## config.mk

```make
export PLATFORM = sky130hd
export DESIGN_NAME = neuron_mac_unit
export DESIGN_NICKNAME = d
export VERILOG_FILES = /design/src/rtl/neuron_mac_unit.sv
export SDC_FILE = /design/constraint.sdc
export NUM_CORES = 1
export LEC_CHECK = 0
export CAP_MARGIN = 25
export CORE_ASPECT_RATIO = 1.1
export CORE_UTILIZATION = 60
export CTS_BUF_LIST = sky130_fd_sc_hd__clkbuf_4 sky130_fd_sc_hd__clkbuf_8
export DETAILED_ROUTE_END_ITERATION = 8
export GPL_TIMING_DRIVEN = 0
export HOLD_SLACK_MARGIN = 0.15
export MAX_ROUTING_LAYER = met4
export PLACE_DENSITY = 0.85
export SYNTH_ARGS = -nofsm -noshare
export SYNTH_HDL_FRONTEND = slang
export SYNTH_SLANG_ARGS = --single-unit
```

## constraint.sdc

```tcl
create_clock -name CLK -period 21.4 [get_ports CLK]
set_input_delay 4.28 -clock CLK [delete_from_list [all_inputs] [get_ports CLK]]
set_output_delay 4.28 -clock CLK [all_outputs]
set_load 0.02 [all_outputs]
```

## src/rtl/neuron_mac_unit.sv

```systemverilog
// Single-neuron multiply-accumulate engine: streams N_IN weight/activation pairs
// from two synchronous memories, adds a bias, saturates to Q8.8 and optionally applies ReLU.
module neuron_mac_unit #(
  parameter int N_IN   = 28,
  parameter int ADDR_W = 5,
  parameter int FRAC   = 8,
  parameter int RELU   = 1
) (
  input  logic              CLK,
  input  logic              RST_N,
  input  logic              START,
  input  logic [15:0]       BIAS,
  output logic [ADDR_W-1:0] ADDR,
  output logic              EN,
  output logic              WE,
  input  logic [15:0]       W_DO,
  input  logic [15:0]       X_DO,
  output logic              BUSY,
  output logic              DONE,
  output logic [15:0]       Y
);

  localparam logic [1:0] S_IDLE = 2'd0;
  localparam logic [1:0] S_RUN  = 2'd1;
  localparam logic [1:0] S_ACT  = 2'd2;
  localparam logic [1:0] S_FIN  = 2'd3;

  localparam logic [ADDR_W-1:0]  LAST_IDX = ADDR_W'(N_IN - 1);
  localparam logic signed [39:0] Q_MAX    = 40'sd32767;
  localparam logic signed [39:0] Q_MIN    = -40'sd32768;

  logic [1:0]          state;
  logic signed [39:0]  acc;
  logic signed [15:0]  bias_q;
  logic signed [31:0]  prod;
  logic signed [39:0]  shifted;
  logic signed [39:0]  sum;
  logic signed [15:0]  sat;
  logic [15:0]         result;

  assign WE   = 1'b0;
  assign prod = $signed(W_DO) * $signed(X_DO);

  // Arithmetic shift floors toward minus infinity, matching the Q8.8 truncation rule.
  always_comb begin
    shifted = acc >>> FRAC;
    sum     = shifted + 40'(bias_q);
    if (sum > Q_MAX)
      sat = 16'sh7FFF;
    else if (sum < Q_MIN)
      sat = 16'sh8000;
    else
      sat = sum[15:0];
    result = ((RELU != 0) && (sat < 0)) ? 16'h0000 : sat;
  end

  // NOTE: all state below is registered with non-blocking assignments so every
  // register samples pre-edge values; blocking here would create order-dependent races.
  always_ff @(posedge CLK) begin
    if (!RST_N) begin
      state  <= S_IDLE;
      acc    <= '0;
      bias_q <= '0;
      ADDR   <= '0;
      EN     <= 1'b0;
      BUSY   <= 1'b0;
      DONE   <= 1'b0;
      Y      <= '0;
    end else begin
      DONE <= 1'b0;
      case (state)
        S_IDLE: begin
          if (START) begin
            state  <= S_RUN;
            acc    <= '0;
            bias_q <= BIAS;
            ADDR   <= '0;
            EN     <= 1'b1;
            BUSY   <= 1'b1;
          end
        end
        S_RUN: begin
          // Data for the index issued last cycle arrives on the falling edge in between.
          acc <= acc + 40'(prod);
          if (ADDR == LAST_IDX) begin
            EN    <= 1'b0;
            ADDR  <= '0;
            state <= S_ACT;
          end else begin
            ADDR <= ADDR + 1'b1;
          end
        end
        S_ACT: begin
          Y     <= result;
          DONE  <= 1'b1;
          state <= S_FIN;
        end
        default: begin
          BUSY  <= 1'b0;
          state <= S_IDLE;
        end
      endcase
    end
  end

endmodule

```

==> results.cfg, run 1 <==
[status]
status = complete, no violations

[worst_setup_path]
required_ns = 21.68
slowest_delay_ns = 0.77
r2r-start = acc[15]
r2r_cells = 20
path_cells = clkdlybuf4s50_1 > clkbuf_1 > nand2_1 > fa_1 > fa_1 > fa_1 > inv_1 > fa_1 > fa_1 > inv_1 > fa_1 > inv_1 > ha_1 > nand4_1 > or2_2 > or4b_2 > a21oi_1 > o21ai_0 > a31oi_1 > nand3_1 > and3_1 > o31ai_1
cp_num_buf_inv = 5
timing_worst_setup_path_type = input pin to flip-flop
cpLargestDelayFamily = adder cells
start_kind = input pin
rr_endpoint = acc[32]
crit_path_start = W_DO[11]
critPathMostFrequentCell = fa_1
cp_max_fo = 10
end_kind = flip-flop
arrival_ns = 12.29
r2r_slack_ns = 15.06
slowest_stage = clkdlybuf4s50_1

[timing]
rsz0062_at_grt = no
worst_pin_slew_ns = 0.9727
fmax_mhz = 83.28
max_slew_margin_pct = 35.02
hold_viol = 0
period_minus_slack_ns = 12.01
skew_ns = 0.01077
finalCritPeriodShare_pct = 56.11
finalSetupViolations = 0
tns_ns = 0
drv_slew = 0

[clock_tree]
cts-root-buf = clkbuf_8
ctsLongestPathBuffers = 2
cts_htree_levels = 3
insertion_delay_ns = 0.37
ctsHoldBuffers = 0
clk_pin_slew_ns = 0.09
cts_resized = 0
post-cts-setup-buffers = 0
cts-buffers-inserted = 9
cts_tree = done
clock_sinks = 81

[die]
dieHeight_um = 178.8
die_area_um2 = 29090
coreArea_um2 = 27870
rows = 64
die_x_um = 162.7
ios = 76
initial_utilization_pct = 61.17

[synthesis]
avgSynthCellArea_um2 = 8.910
synth.top_cells.by_area = fa_1 39%, ha_1 11%, dfxtp_1 9.5%
netlist_area_um2 = 17050
yosysWarnings = 0
yosys.area.top_type = fa_1
ys_seq_area_share_pct = 9.513
synth.distinct_cells = 81
ys.flop_type = dfxtp_1
synth_most_common_cell = inv_1
yosysTopAreaCellShare_pct = 38.88
yosys_register_bits = 81
netlist_top_cells_count = 426 x inv_1, 331 x fa_1, 212 x nand2_1
synth-async-reset-ratio_pct = 0
syn_inst = 1913
synth-edff-count = 0

[drt]
firstDrtPassIters = 9
drt_wl_total_um = 42220
drt-initial-drc-count = 999
drt-wirelength-per-cell_um = 17.84
ant_nets = 0
vias_per_cell = 5.738
num_vias = 13580
drcViolationCount = 0

[worst_hold_path]
whs_endpoint = bias_q[4]
hold_class = flip-flop to flip-flop
hold_start = bias_q[4]
min_path_cells = 2

[global_route]
grt_pass1_vias = 14520
met1_usage_pct = 37.06
grt_use_total_pct = 32.23
grtUsageMet3_pct = 3.655
grt_max_degree = 24
use_met2_pct = 57.29
busiest_layer = met2
grt_antenna_before_repair = 1
grt_pass1_wl_um = 70250
grt-ovfl-total = 0

[layout]
layout-drive-gt1-share_pct = 2.445
area_delta_synth_final_pct = 8.368
finalNetCount = 2532
diodes = 0

[place]
portBuffers = 73
place.gp.congestion = 0.9807
dp_hpwl_um = 36190

[flow_run]
cap_viol_max_count = 0
-- cell usage in the layout (no fill, tap or decap), types with 7 or more instances in the layout --
| cell type | Yosys | final |
|---|---|---|
| inv_1 | 426 | 426 |
| fa_1 | 331 | 331 |
| nand2_1 | 212 | 212 |
| ha_1 | 151 | 151 |
| and2_1 | 119 | 119 |
| a21oi_1 | 83 | 83 |
| dfxtp_1 | 81 | 81 |
| nor2_1 | 74 | 74 |
| clkdlybuf4s50_1 | 0 | 73 |
| clkbuf_1 | 52 | 52 |
| o21ai_0 | 41 | 41 |
| a21o_1 | 39 | 39 |
| xnor2_1 | 32 | 32 |
| xor2_1 | 29 | 29 |
| a22oi_1 | 21 | 21 |
| a221o_1 | 18 | 18 |
| nand3_1 | 15 | 15 |
| nor3_1 | 15 | 15 |
| and3_1 | 12 | 12 |
| nand4_1 | 12 | 12 |
| a31oi_1 | 11 | 11 |
| clkbuf_8 | 0 | 10 |
| o21bai_1 | 7 | 7 |
| nor2b_1 | 7 | 7 |
-- cell families (layout without fill, tap and decap cells) --
family / Yosys count / count (layout) / synth area share [%]
compound gates: 296 / 296 / 12.26
xor+xnor: 61 / 61 / 3.134
fa+ha+maj: 482 / 482 / 49.96
buf+inv: 494 / 584 / 11.05
flops: 81 / 81 / 9.513
mux: 3 / 3 / 0.1835
other cells: 1 / 2 / 0.02200
simple gates: 495 / 495 / 13.87
-- layout make-up --
type	instances	area, µm²
plain buffers	66	277.8
clock buffers	10	137.6
clock inverters	6	72.57
fillers	2282	9395
inverters	428	1607
multi-input cells	1339	13540
flip-flops and latches	81	1622
well taps	363	454.2
repair buffers	74	758.2
-- state kept, by name, indices dropped and copies added (netlist names) --
name	cells
Y	15
DONE	1
BUSY	1
state	2
ADDR	5
acc	40
bias_q	16
EN	1
-- routing by layer --
| metal | part of all wire (%) | wire length, µm |
|---|---|---|
| met1 | 38 | 15840 |
| met2 | 52 | 21980 |
| met3 | 6.1 | 2562 |
| met4 | 4.4 | 1837 |
| met5 | 0 | 0 |
-- worst min-delay path, cell delays in order (launching register included) --
cell and delay [ns]:
dfxtp_1 0.32, nand2_1 0.05, a21oi_1 0.05
-- through the flow --
| stage | instances | setup slack, ns | utilization (%) | hold slack (ns) | cell area [µm²] |
|---|---|---|---|---|---|
| after global placement | 2350 | 9.260 | 65.43 | 0.4472 | 18230 |
| final | 2367 | 9.393 | 66.29 | 0.4676 | 18470 |
| after detailed placement | 2351 | 9.205 | 65.53 | 0.4544 | 18260 |
| after global routing | 2367 | 9.119 | 66.29 | 0.4790 | 18470 |
| after floorplan | 1914 | 10.79 | - | 0.4400 | 17050 |
| after CTS | 2367 | 9.559 | 66.29 | 0.4697 | 18470 |
-- worst max-delay path by stage --
stage	endpoint	slack, ns	cells past startpoint
after floorplan	acc[27]	10.79	24
after global placement	acc[39]	9.26	23
after detailed placement	acc[27]	9.20	25
after CTS	acc[27]	9.56	25
after global routing	acc[27]	9.12	25
final	acc[37]	9.39	22
Power of run 1 is not shown: default switching activity piles up to over one toggle a cycle in this logic, so the estimate is an artifact.
==> run 2: changes to the inputs <==
Clock period 21.4 ns to 12 ns, I/O delays scaled along.
==> results of run 2 <==
Same layout as run 1 (identical final DEF). Status: complete, no violations.
Main changes from that run: setup slack after placement 9.205 ns -> 1.685 ns; setup slack after layout 9.393 ns -> 1.873 ns; register-to-register setup slack 15.06 ns -> 5.66 ns
Power of run 2 is left out for the same reason.
==> run 3: changes to the inputs <==
Clock period 12 ns to 9.5 ns, I/O delays scaled along.
==> run 3 against run 2 <==
Net effect:
- core utilization increased by 0.085 points
- via count barely moved
- critical path type unchanged
- largest cell class unchanged
- register-to-register slack worse by 2.3 ns
- global-route usage did not move
- final area up 0.13%
==> results.cfg, run 3 (synthesis gave the netlist of run 1 again) <==
[status]
status = complete, no violations

[timing]
rsz0062_at_grt = yes
fmax_mhz = 106.1
period_minus_slack_ns = 9.422
hold_viol = 0
hold_slack_ns = 0.4664
drv_slew = 0
worst_pin_slew_ns = 0.9705
finalCritPeriodShare_pct = 99.18
max_slew_margin_pct = 35.16
skew_ns = 0.01129
finalSetupViolations = 0

[layout]
seqCellArea_um2 = 1622
layout-drive-gt1-share_pct = 3.094
postLayoutCoreUtil_pct = 66.37
finalNetCount = 2532
nFillCells = 2283
design_area_um2 = 18500
final_common_cell = inv_1
final_cell_mix = 426 x inv_1, 331 x fa_1, 212 x nand2_1
diodes = 0
area_delta_synth_final_pct = 8.507
reg_top3 = acc: 40 flops, bias_q: 16 flops, Y: 15 flops
largest_register = acc
multi_input_area_um2 = 13550
largest_reg_flops = 40

[die]
rows = 64
initial_utilization_pct = 61.17
die_area_um2 = 29090
dieHeight_um = 178.8
ios = 76
coreArea_um2 = 27870
die_x_um = 162.7

[clock_tree]
clock_sinks = 81
cts_tree = done
clk_pin_slew_ns = 0.09
insertion_delay_ns = 0.37
cts_htree_levels = 3
cts-buffers-inserted = 9
ctsLongestPathBuffers = 2
cts-root-buf = clkbuf_8
ctsHoldBuffers = 0

[flow_run]
cap_viol_max_count = 0

[worst_setup_path]
required_ns = 9.75
timing_worst_setup_path_type = input pin to flip-flop
start_kind = input pin
critPathMostFrequentCell = fa_1
slowest_delay_ns = 0.71
arrival_ns = 9.67
end_kind = flip-flop
slowest_stage = clkdlybuf4s50_1
cp_max_fo = 10

[drt]
drcViolationCount = 0
vias_per_cell = 5.735
drt_wl_total_um = 42180
drt-wirelength-per-cell_um = 17.82
drt-initial-drc-count = 1006
ant_nets = 0
num_vias = 13580
firstDrtPassIters = 6

[global_route]
grt-ovfl-total = 0
grt_pass1_vias = 14520
grt_antenna_before_repair = 1
grt_max_degree = 24
grt_use_total_pct = 32.23
grt_pass1_wl_um = 70250

[worst_hold_path]
hold_class = flip-flop to flip-flop

[place]
portBuffers = 73
placed_cell_area_um2 = 18260
place.gp.congestion = 0.9807
dp_hpwl_um = 36190
## run 3: cell counts in the layout (fill, tap and decap cells not counted)
Identical to the previous run, type by type.
## run 3: final timing paths
check / startpoint / endpoint / slack [ns] / depth (start not counted)
max: W_DO[5] / acc[27] / 0.08 / 25
min: bias_q[4] / bias_q[4] / 0.47 / 2
max reg2reg: acc[15] / acc[27] / 3.36 / 19
min reg2reg: bias_q[4] / bias_q[4] / 0.47 / 2
## run 3: timing repair
item / 4_1_cts / 5_1_grt
gates resized for setup: 0 / 24
setup buffers: 0 / 0
endpoints found under the setup margin: 0 / 10
## run 3: layer usage
layer,global-route usage (%),part of all wire (%),up-vias
li1,-,-,6170
met1,37.06,38,6780
met2,57.29,52,486
met3,3.655,5.7,139
met4,13.05,4.4,0
met5,-,0,-
## run 3: area by class of cell
cell class	count	share of cell area (%)
Buffer	66	1.576
Tap cell	363	2.456
Sequential cell	81	8.767
Clock inverter	6	0.3924
Timing Repair Buffer	74	4.100
Inverter	428	8.686
Clock buffer	10	0.7441
Multi-Input combinational cell	1339	73.28
## run 3: stage by stage
step	setup slack, ns	cells	TNS (ns)
2_1_floorplan	1.265	1914	0
4_1_cts	0.03875	2367	0
6_report	0.07752	2367	0
5_1_grt	-0.2341	2367	-0.2341
3_3_place_gp	-0.2597	2350	-1.372
3_5_place_dp	-0.3153	2351	-1.765
## run 3: worst max-delay path, delay by kind of cell
family | cells | cell delay, ns
adder cells (fa/ha/maj) | 7 | 3.42
AO/OA/AOI/OAI | 8 | 2.08
AND/OR/NAND/NOR | 2 | 0.62
XOR/XNOR | 1 | 0.19
buffers and inverters | 7 | 1.47
Power of run 3 is left out for the same reason.
